## src/rtl/mem_bus_pkg.sv

```systemverilog
// mem_bus_pkg: shared types and helpers for the multi-master memory bus controller.
//   state_e   - machine-cycle sequencer states (IDLE, T1..T4)
//   *_C       - t_cycle output encodings
//   owner_w() - width of the owner index (min 1 bit)
package mem_bus_pkg;

  typedef enum logic [2:0] {
    IDLE = 3'd0,
    T1   = 3'd1,
    T2   = 3'd2,
    T3   = 3'd3,
    T4   = 3'd4
  } state_e;

  localparam logic [1:0] T1_C     = 2'b00;
  localparam logic [1:0] T2_C     = 2'b01;
  localparam logic [1:0] T3_C     = 2'b10;
  localparam logic [1:0] T4_C     = 2'b11;
  localparam logic [1:0] T_IDLE_C = 2'b00;

  // Owner index width; a single master still gets a 1-bit owner port.
  function automatic int unsigned owner_w(input int unsigned n);
    return (n > 1) ? $clog2(n) : 1;
  endfunction

endpackage

```

## src/rtl/mem_bus_arbiter.sv

```systemverilog
// mem_bus_arbiter: combinational request arbiter.
//   req   - per-master request vector
//   ptr   - round-robin priority pointer (ignored under fixed priority)
//   gnt_c - one-hot winner (all zero when no request)
//   idx_c - index of the winner (0 when no request)
// Build option: MEM_BUS_RR_EN selects round-robin; otherwise lowest index wins.
module mem_bus_arbiter
  import mem_bus_pkg::*;
#(
  parameter  int unsigned NUM_MASTERS = 2,
  localparam int unsigned OW          = owner_w(NUM_MASTERS)
) (
  input  logic [NUM_MASTERS-1:0] req,
  input  logic [OW-1:0]          ptr,
  output logic [NUM_MASTERS-1:0] gnt_c,
  output logic [OW-1:0]          idx_c
);

  if (NUM_MASTERS == 1) begin : g_single
    // Single master: nothing to arbitrate.
    logic unused_ptr;
    assign unused_ptr = ^ptr;
    assign gnt_c      = req;
    assign idx_c      = '0;
  end else begin : g_multi
`ifdef MEM_BUS_RR_EN
    // Round-robin: search starts at ptr and wraps.
    always_comb begin : p_rr
      logic        found;
      int unsigned j;
      gnt_c = '0;
      idx_c = '0;
      found = 1'b0;
      j     = 0;
      for (int unsigned i = 0; i < NUM_MASTERS; i++) begin
        j = (32'(ptr) + i) % NUM_MASTERS;
        if (!found && req[j]) begin
          found    = 1'b1;
          gnt_c[j] = 1'b1;
          idx_c    = OW'(j);
        end
      end
    end
`else
    // Fixed priority: scan high to low so the lowest requesting index wins.
    logic unused_ptr;
    assign unused_ptr = ^ptr;
    always_comb begin : p_fixed
      gnt_c = '0;
      idx_c = '0;
      for (int i = NUM_MASTERS - 1; i >= 0; i--) begin
        if (req[i]) begin
          gnt_c    = '0;
          gnt_c[i] = 1'b1;
          idx_c    = OW'(i);
        end
      end
    end
`endif
  end

endmodule

```

## src/rtl/mem_bus_ctrl.sv

```systemverilog
// mem_bus_ctrl: multi-master external memory bus controller with a 4-T-cycle
// machine-cycle sequencer (T1..T4) and address/data buffering.
//   clk, rst          - clock (one T-cycle per clock), async active-low reset
//   req, we           - per-master request / write enable
//   m_addr, m_wdata   - flattened per-master address / write data
//   gnt, done         - one-hot accept / completion pulses
//   rdata             - shared read data buffer
//   owner, busy       - current/last owner index, access in progress
//   t_cycle           - T-cycle code (00 when idle)
//   addr_bus, data_out, data_in, rd, wr - external memory interface
// Build option: MEM_BUS_RR_EN enables round-robin arbitration.
module mem_bus_ctrl
  import mem_bus_pkg::*;
#(
  parameter  int unsigned NUM_MASTERS = 2,
  parameter  int unsigned ADDR_W      = 16,
  parameter  int unsigned DATA_W      = 8,
  localparam int unsigned OW          = owner_w(NUM_MASTERS)
) (
  input  logic                          clk,
  input  logic                          rst,
  input  logic [NUM_MASTERS-1:0]        req,
  input  logic [NUM_MASTERS-1:0]        we,
  input  logic [NUM_MASTERS*ADDR_W-1:0] m_addr,
  input  logic [NUM_MASTERS*DATA_W-1:0] m_wdata,
  output logic [NUM_MASTERS-1:0]        gnt,
  output logic [NUM_MASTERS-1:0]        done,
  output logic [DATA_W-1:0]             rdata,
  output logic [OW-1:0]                 owner,
  output logic                          busy,
  output logic [1:0]                    t_cycle,
  output logic [ADDR_W-1:0]             addr_bus,
  output logic [DATA_W-1:0]             data_out,
  input  logic [DATA_W-1:0]             data_in,
  output logic                          rd,
  output logic                          wr
);

  state_e                  state, state_d;
  logic                    lat_we, lat_we_d;
  logic [DATA_W-1:0]       lat_wdata, lat_wdata_d;
  logic [NUM_MASTERS-1:0]  gnt_d, done_d;
  logic [DATA_W-1:0]       rdata_d, data_out_d;
  logic [OW-1:0]           owner_d;
  logic                    busy_d, rd_d, wr_d;
  logic [1:0]              t_cycle_d;
  logic [ADDR_W-1:0]       addr_bus_d;

  logic                    start_c;
  logic [NUM_MASTERS-1:0]  arb_gnt_c;
  logic [OW-1:0]           arb_idx_c;
  logic [OW-1:0]           arb_ptr;
  logic                    sel_we_c;
  logic [ADDR_W-1:0]       sel_addr_c;
  logic [DATA_W-1:0]       sel_wdata_c;

  mem_bus_arbiter #(
    .NUM_MASTERS (NUM_MASTERS)
  ) u_arb (
    .req   (req),
    .ptr   (arb_ptr),
    .gnt_c (arb_gnt_c),
    .idx_c (arb_idx_c)
  );

`ifdef MEM_BUS_RR_EN
  // Priority pointer moves past the master just granted.
  logic [OW-1:0] rr_ptr, rr_ptr_d;

  always_comb begin : p_rr_next
    rr_ptr_d = rr_ptr;
    if (start_c) rr_ptr_d = OW'((32'(arb_idx_c) + 1) % NUM_MASTERS);
  end

  always_ff @(posedge clk or negedge rst) begin : p_rr_reg
    if (!rst) rr_ptr <= '0;
    else      rr_ptr <= rr_ptr_d;
  end

  assign arb_ptr = rr_ptr;
`else
  assign arb_ptr = '0;
`endif

  // Mux the winning master's request fields.
  always_comb begin : p_sel
    sel_we_c    = 1'b0;
    sel_addr_c  = '0;
    sel_wdata_c = '0;
    for (int unsigned i = 0; i < NUM_MASTERS; i++) begin
      if (arb_gnt_c[i]) begin
        sel_we_c    = we[i];
        sel_addr_c  = m_addr[i*ADDR_W +: ADDR_W];
        sel_wdata_c = m_wdata[i*DATA_W +: DATA_W];
      end
    end
  end

  // Sequencer next state and next registered outputs.
  always_comb begin : p_next
    state_d     = state;
    lat_we_d    = lat_we;
    lat_wdata_d = lat_wdata;
    gnt_d       = '0;
    done_d      = '0;
    rdata_d     = rdata;
    owner_d     = owner;
    busy_d      = busy;
    t_cycle_d   = t_cycle;
    addr_bus_d  = addr_bus;
    data_out_d  = data_out;
    rd_d        = rd;
    wr_d        = wr;
    start_c     = 1'b0;

    case (state)
      IDLE: start_c = |req;
      T1: begin
        state_d   = T2;
        t_cycle_d = T2_C;
        wr_d      = lat_we;
        if (lat_we) data_out_d = lat_wdata;
      end
      T2: begin
        state_d   = T3;
        t_cycle_d = T3_C;
      end
      T3: begin
        state_d   = T4;
        t_cycle_d = T4_C;
        rd_d      = 1'b0;
        wr_d      = 1'b0;
        if (!lat_we) rdata_d = data_in;
        done_d    = NUM_MASTERS'(1) << owner;
      end
      T4: begin
        start_c = |req;
        if (!start_c) begin
          state_d   = IDLE;
          busy_d    = 1'b0;
          t_cycle_d = T_IDLE_C;
        end
      end
      default: state_d = IDLE;
    endcase

    // New access: latch the winner and enter T1 (shared by IDLE and T4).
    if (start_c) begin
      state_d     = T1;
      t_cycle_d   = T1_C;
      busy_d      = 1'b1;
      gnt_d       = arb_gnt_c;
      owner_d     = arb_idx_c;
      lat_we_d    = sel_we_c;
      lat_wdata_d = sel_wdata_c;
      addr_bus_d  = sel_addr_c;
      rd_d        = !sel_we_c;
      wr_d        = 1'b0;
    end
  end

  // State and output registers.
  always_ff @(posedge clk or negedge rst) begin : p_reg
    if (!rst) begin
      state     <= IDLE;
      lat_we    <= 1'b0;
      lat_wdata <= '0;
      gnt       <= '0;
      done      <= '0;
      rdata     <= '0;
      owner     <= '0;
      busy      <= 1'b0;
      t_cycle   <= T_IDLE_C;
      addr_bus  <= '0;
      data_out  <= '0;
      rd        <= 1'b0;
      wr        <= 1'b0;
    end else begin
      state     <= state_d;
      lat_we    <= lat_we_d;
      lat_wdata <= lat_wdata_d;
      gnt       <= gnt_d;
      done      <= done_d;
      rdata     <= rdata_d;
      owner     <= owner_d;
      busy      <= busy_d;
      t_cycle   <= t_cycle_d;
      addr_bus  <= addr_bus_d;
      data_out  <= data_out_d;
      rd        <= rd_d;
      wr        <= wr_d;
    end
  end

endmodule

```

## config.mk

```make
export PLATFORM = sky130hd
export DESIGN_NAME = mem_bus_ctrl
export DESIGN_NICKNAME = d
export VERILOG_FILES = /design/src/rtl/mem_bus_pkg.sv /design/src/rtl/mem_bus_arbiter.sv /design/src/rtl/mem_bus_ctrl.sv
export SDC_FILE = /design/constraint.sdc
export NUM_CORES = 1
export LEC_CHECK = 0
export CAP_MARGIN = 20
export CORE_ASPECT_RATIO = 1.1
export CORE_MARGIN = 5
export CORE_UTILIZATION = 30
export CTS_CLUSTER_DIAMETER = 40
export CTS_CLUSTER_SIZE = 40
export DETAILED_ROUTE_END_ITERATION = 10
export GPL_TIMING_DRIVEN = 0
export PLACE_DENSITY_LB_ADDON = 0.25
export REMOVE_ABC_BUFFERS = 1
export SLEW_MARGIN = 5
export SYNTH_ARGS = -nofsm -noshare
export SYNTH_HDL_FRONTEND = slang
export SYNTH_SLANG_ARGS = --single-unit
```

## constraint.sdc

```tcl
create_clock -name clk -period 2 [get_ports clk]
set_clock_uncertainty 0.1 [all_clocks]
set_input_delay 0.4 -clock clk [delete_from_list [all_inputs] [get_ports clk]]
set_output_delay 0.4 -clock clk [all_outputs]
set_load 0.1 [all_outputs]
```

Yosys cells after proc, flatten, opt, wreduce, memory -nomap -nowiden
Cells that the tools add are included.
Operators by class
  equality and inequality tests: 7
  shift operators: 1
  muxes and demuxes: 26
  bitwise operators: 1
  reductions and logical operators: 13
Operator list (count)
  16-bit two-way mux: 2
  8-bit two-way mux: 2
  3-bit case mux with 5 select lines: 1
  2-bit two-way mux: 6
  1-bit two-way mux: 11
  2-bit AND reduction: 5
  2-bit case mux with 4 select lines: 1
  3-bit by 2-bit equality test with 1-bit output (second input constant): 2
  3-bit two-way mux: 2
  5-bit nonzero test: 1
  2-bit != test (second input constant): 2
  2-bit nonzero test: 2
  2-bit OR reduction: 2
  3-bit by 1-bit equality test with 1-bit output (second input constant): 1
  3-bit equality test (second input constant): 1
  3-bit zero test: 1
  3-bit != test (second input constant): 1
  3-bit nonzero test: 1
  1-bit case mux with 2 select lines: 1
  1-bit by 1-bit left shift with 2-bit output (first input constant): 1
  1-bit zero test: 1
  1-bit NOT: 1
Word-level totals
  flip-flop bits (word level): 54
  output and inout port bits: 42

Longest topological paths before layout
  depth after elaboration: 6
  mapped depth: 6
  mapped depth without buffers: 4

Modules after synthesis
From an unflattened synthesis, not the netlist that was laid out.
Unflattened totals
  cell total of the unflattened synthesis: 174
  area, all modules: 2424.8 µm²
By module, submodules not included
  mem_bus_ctrl: instances 1, cells each 171, area an instance 2396.0 µm²
  mem_bus_arbiter: instances 1, cells each 3, area an instance 28.8 µm²

Least setup slack after synthesis
No wires, ideal clock.
  path kind: input port to flip-flop
  start point: input req[1]
  end point: register addr_bus[10]
  data arrival time: 1.337 ns
  data required time: 1.766 ns
  slack: 0.430 ns
  stages: 6
  buffers on the path: 3
  cell sequence: buf_4 > or3b_1 > buf_6 > buf_12 > o22ai_2 > a21oi_1
Between the ends
  longest elaborated chain between the ends: 3
  elaborated cells on any way between the ends: 5
  those cells by class: mux (4); reduce/logical (1)
Ends and longest elaborated chain
  start, declared: line mem_bus_ctrl.sv:22  | input logic [NUM_MASTERS-1:0] req,
  2-bit two-way mux (2 in series): line mem_bus_arbiter.sv:52  | if (req[i]) begin
  16-bit two-way mux: line mem_bus_ctrl.sv:91  | if (arb_gnt_c[i]) begin
  end signal, assigned: line mem_bus_ctrl.sv:188  | addr_bus <= addr_bus_d;
  end, declared: line mem_bus_ctrl.sv:32  | output logic [ADDR_W-1:0] addr_bus,
Parallel ways exist; a longest one is shown, timed or not.
A chain may end at the register's enable or synchronous reset.

Worst setup path after layout
  start point: register gnt[0]
  end point: output gnt[0]
RTL lines
  start, declared: line mem_bus_ctrl.sv:26  | output logic [NUM_MASTERS-1:0] gnt,
  start signal, assigned: line mem_bus_ctrl.sv:182  | gnt <= gnt_d;
No word-level cell between the ends.

==> run_results.csv <==
group,metric,value,unit
drt,drt_iter0_markers,73,
synth,synth_area,0.00244,mm2
global_route,grt-ovfl-total,0,
run,max_cap_viol_count,0,
clock_network,cts_tree,"done",
place,place_hpwl,4750,um
final_layout,drive_above_1_share,0.282,
final_layout,layout_commonest_cell,"clkdlybuf4s50_1",
place,port_buffers,103,
clock_network,clock_latency,0.30,ns
synth,yosysSeqAreaShare,0.553,
synth,avgSynthCellArea,11.7,um2
drt,via_per_inst,4.95,
floorplan,num_io_pins,104,
sta,slew-limit-headroom,0.372,
global_route,grt_pass1_vias,2143,
worst_setup_path,critPathMaxStageDelay,0.81,ns
sta,max_freq,514,MHz
drt,drc,0,
drt,wl,6970,um
worst_setup_path,cp_max_fo,1,
place,gp_congestion,0.688,
clock_network,cts.sinks,54,
clock_network,ctsRootBufferMaster,"clkbuf_8",
clock_network,cts_buffers,5,
global_route,grt.total_usage,0.142,
synth,synth_ff_type,"dfrtp_1",
synth,synth.distinct_cells,34,
sta,rsz0062_at_grt,"no",
run_status,status,"complete, no violations",
synth,synth_top_family_by_area,"compound AO/OA/AOI/OAI gates",
floorplan,coreArea,0.00791,mm2
drt,drt-pass1-iter-count,4,
floorplan,die_height,105,um
clock_network,path_clk_slew,0.09,ns
sta,drv_slew,0,
synth,synth_seq_cells,54,
final_layout,num_antenna_cells,0,
global_route,grt_max_degree,38,
worst_setup_path,end_kind,"output pin",
worst_setup_path,critPathBufInv,1,
final_layout,layout_common_cells,"clkdlybuf4s50_1, dfrtp_1, clkdlybuf4s15_2",
synth,synth-simple-area-share,0.0686,
sta,setup_violations,0,
floorplan,die_area,0.0100,mm2
drt,wl_per_cell,16.9,um
sta,hold_violations,0,
final_layout,synthToLayoutAreaGrowth,47.6,%
global_route,antenna_found_initial,0,
global_route,grt_pass1_wl,11200,um
hold_path,min_path_type,"reg2reg",
worst_setup_path,worstPathRequired,1.50,ns
synth,synthTopCellsByArea,"dfrtp_1, mux2_2, o22ai_1",
synth,yosys_warnings,0,
synth,synth_adder_area_share,0,
sta,finalCriticalPeriod,1.94,ns
clock_network,htree_levels,2,
synth,synthXorXnorAreaFrac,0.00359,
clock_network,clockBufferDepth,2,
synth,ys_async_sr_fraction,1.00,
synth,synth_top_area_frac,0.553,
synth,synth_compound_area_frac,0.231,
drt,vias,2044,
worst_setup_path,slowest_stage,"clkdlybuf4s15_1",
worst_setup_path,crit_chain,"clkdlybuf4s15_1",
sta,fin_tns_setup,0,ns
synth,netlist_instances,209,
synth,synth_top_cell_by_area,"dfrtp_1",
worst_setup_path,critPathKind,"reg2out",
final_layout,nNetsFinal,366,
synth,synth_edf_count,0,
floorplan,num_rows,34,
sta,period_share,0.972,
drt,drtAntennaViolNets,0,
synth,synth_mux_area_frac,0.0738,
floorplan,chipWidth,96.0,um
worst_setup_path,crit_family,"buffers and inverters",
worst_setup_path,start_kind,"flip-flop",
worst_setup_path,worst-endpoint-arrival,1.44,ns
sta,worst_slew_pin_slew,0.946,ns
floorplan,start_util,0.309,
flip-flops by register name, indices dropped and copies added (netlist names), 2 cells and up:
signal	count
data_out	8
gnt	2
rdata	8
t_cycle	2
addr_bus	16
done	2
state	3
lat_wdata	8
stage by stage:
step,hold slack [ns],area [um2],std cells,util,setup slack (ns)
3_3_place_gp,0.340,3460,402,0.437,-1.37
5_1_grt,0.385,3600,413,0.456,0.0118
2_1_floorplan,0.00441,2290,191,-,0.398
4_1_cts,0.356,3650,413,0.461,0.00249
3_5_place_dp,0.279,3490,404,0.441,-0.729
6_report,0.355,3600,413,0.456,0.0556
path summary, 6_finish.rpt:
path                                            from                        to  slack [ns]  cells past startpoint
worst max-delay path                gnt[0]$_DFF_PN0_                    gnt[0]        0.06                      1
worst min-delay path               owner$_DFFE_PN0P_         done[0]$_DFF_PN0_        0.36                      1
worst max register to register  state[1]$_DFFE_PN0P_   addr_bus[3]$_DFFE_PN0P_        0.11                      4
worst min register to register     owner$_DFFE_PN0P_         done[0]$_DFF_PN0_        0.36                      1
max in group asynchronous                        rst  lat_wdata[5]$_DFFE_PN0P_        0.79                      3
min in group asynchronous                        rst   addr_bus[6]$_DFFE_PN0P_        0.47                      2
cell type report:
class | instances | area [um2]
timing repair buffer | 106 | 1060
multi-input combinational | 131 | 921
fill | 755 | 4310
sequential | 54 | 1350
inverter | 6 | 22.5
clock buffer | 8 | 110
tap | 108 | 135
cells by family (layout without fill, tap and decap cells):
group | Yosys count | count (layout)
AO/OA/AOI/OAI | 85 | 85
buffers and inverters | 24 | 120
multiplexers | 16 | 16
XOR/XNOR | 1 | 1
AND/OR/NAND/NOR | 29 | 29
flip-flops | 54 | 54
repair_timing:
item | CTS | global route
hold buffers | 1 | 0
endpoints found under the setup margin | 70 | 13
gates resized for setup | 120 | 11
endpoints found under the hold margin | 18 | 0
buffers inserted | 0 | 0
routing by layer:
layer / global-route usage / part of all wire
met1: 0.181 / 0.42
met2: 0.233 / 0.50
met3: 0.0403 / 0.060
met4: 0.0396 / 0.011
met5: 0 / 0
synthesized netlist by cell type, types with 2 or more instances:
master and number:
dfrtp_1 54, o22ai_1 24, a21oi_1 19, mux2_2 16, a31oi_1 10, a22oi_1 9, nor2b_1 9, nor2_1 8
o22ai_2 8, o21ai_0 6, buf_4 5, inv_1 5, o21ai_1 5, buf_2 4, buf_6 4, nand2_1 2
nand2b_1 2, nor2_2 2, or3b_1 2
Power is not shown: default switching activity piles up to over one toggle a cycle in this logic, so the estimate is an artifact.
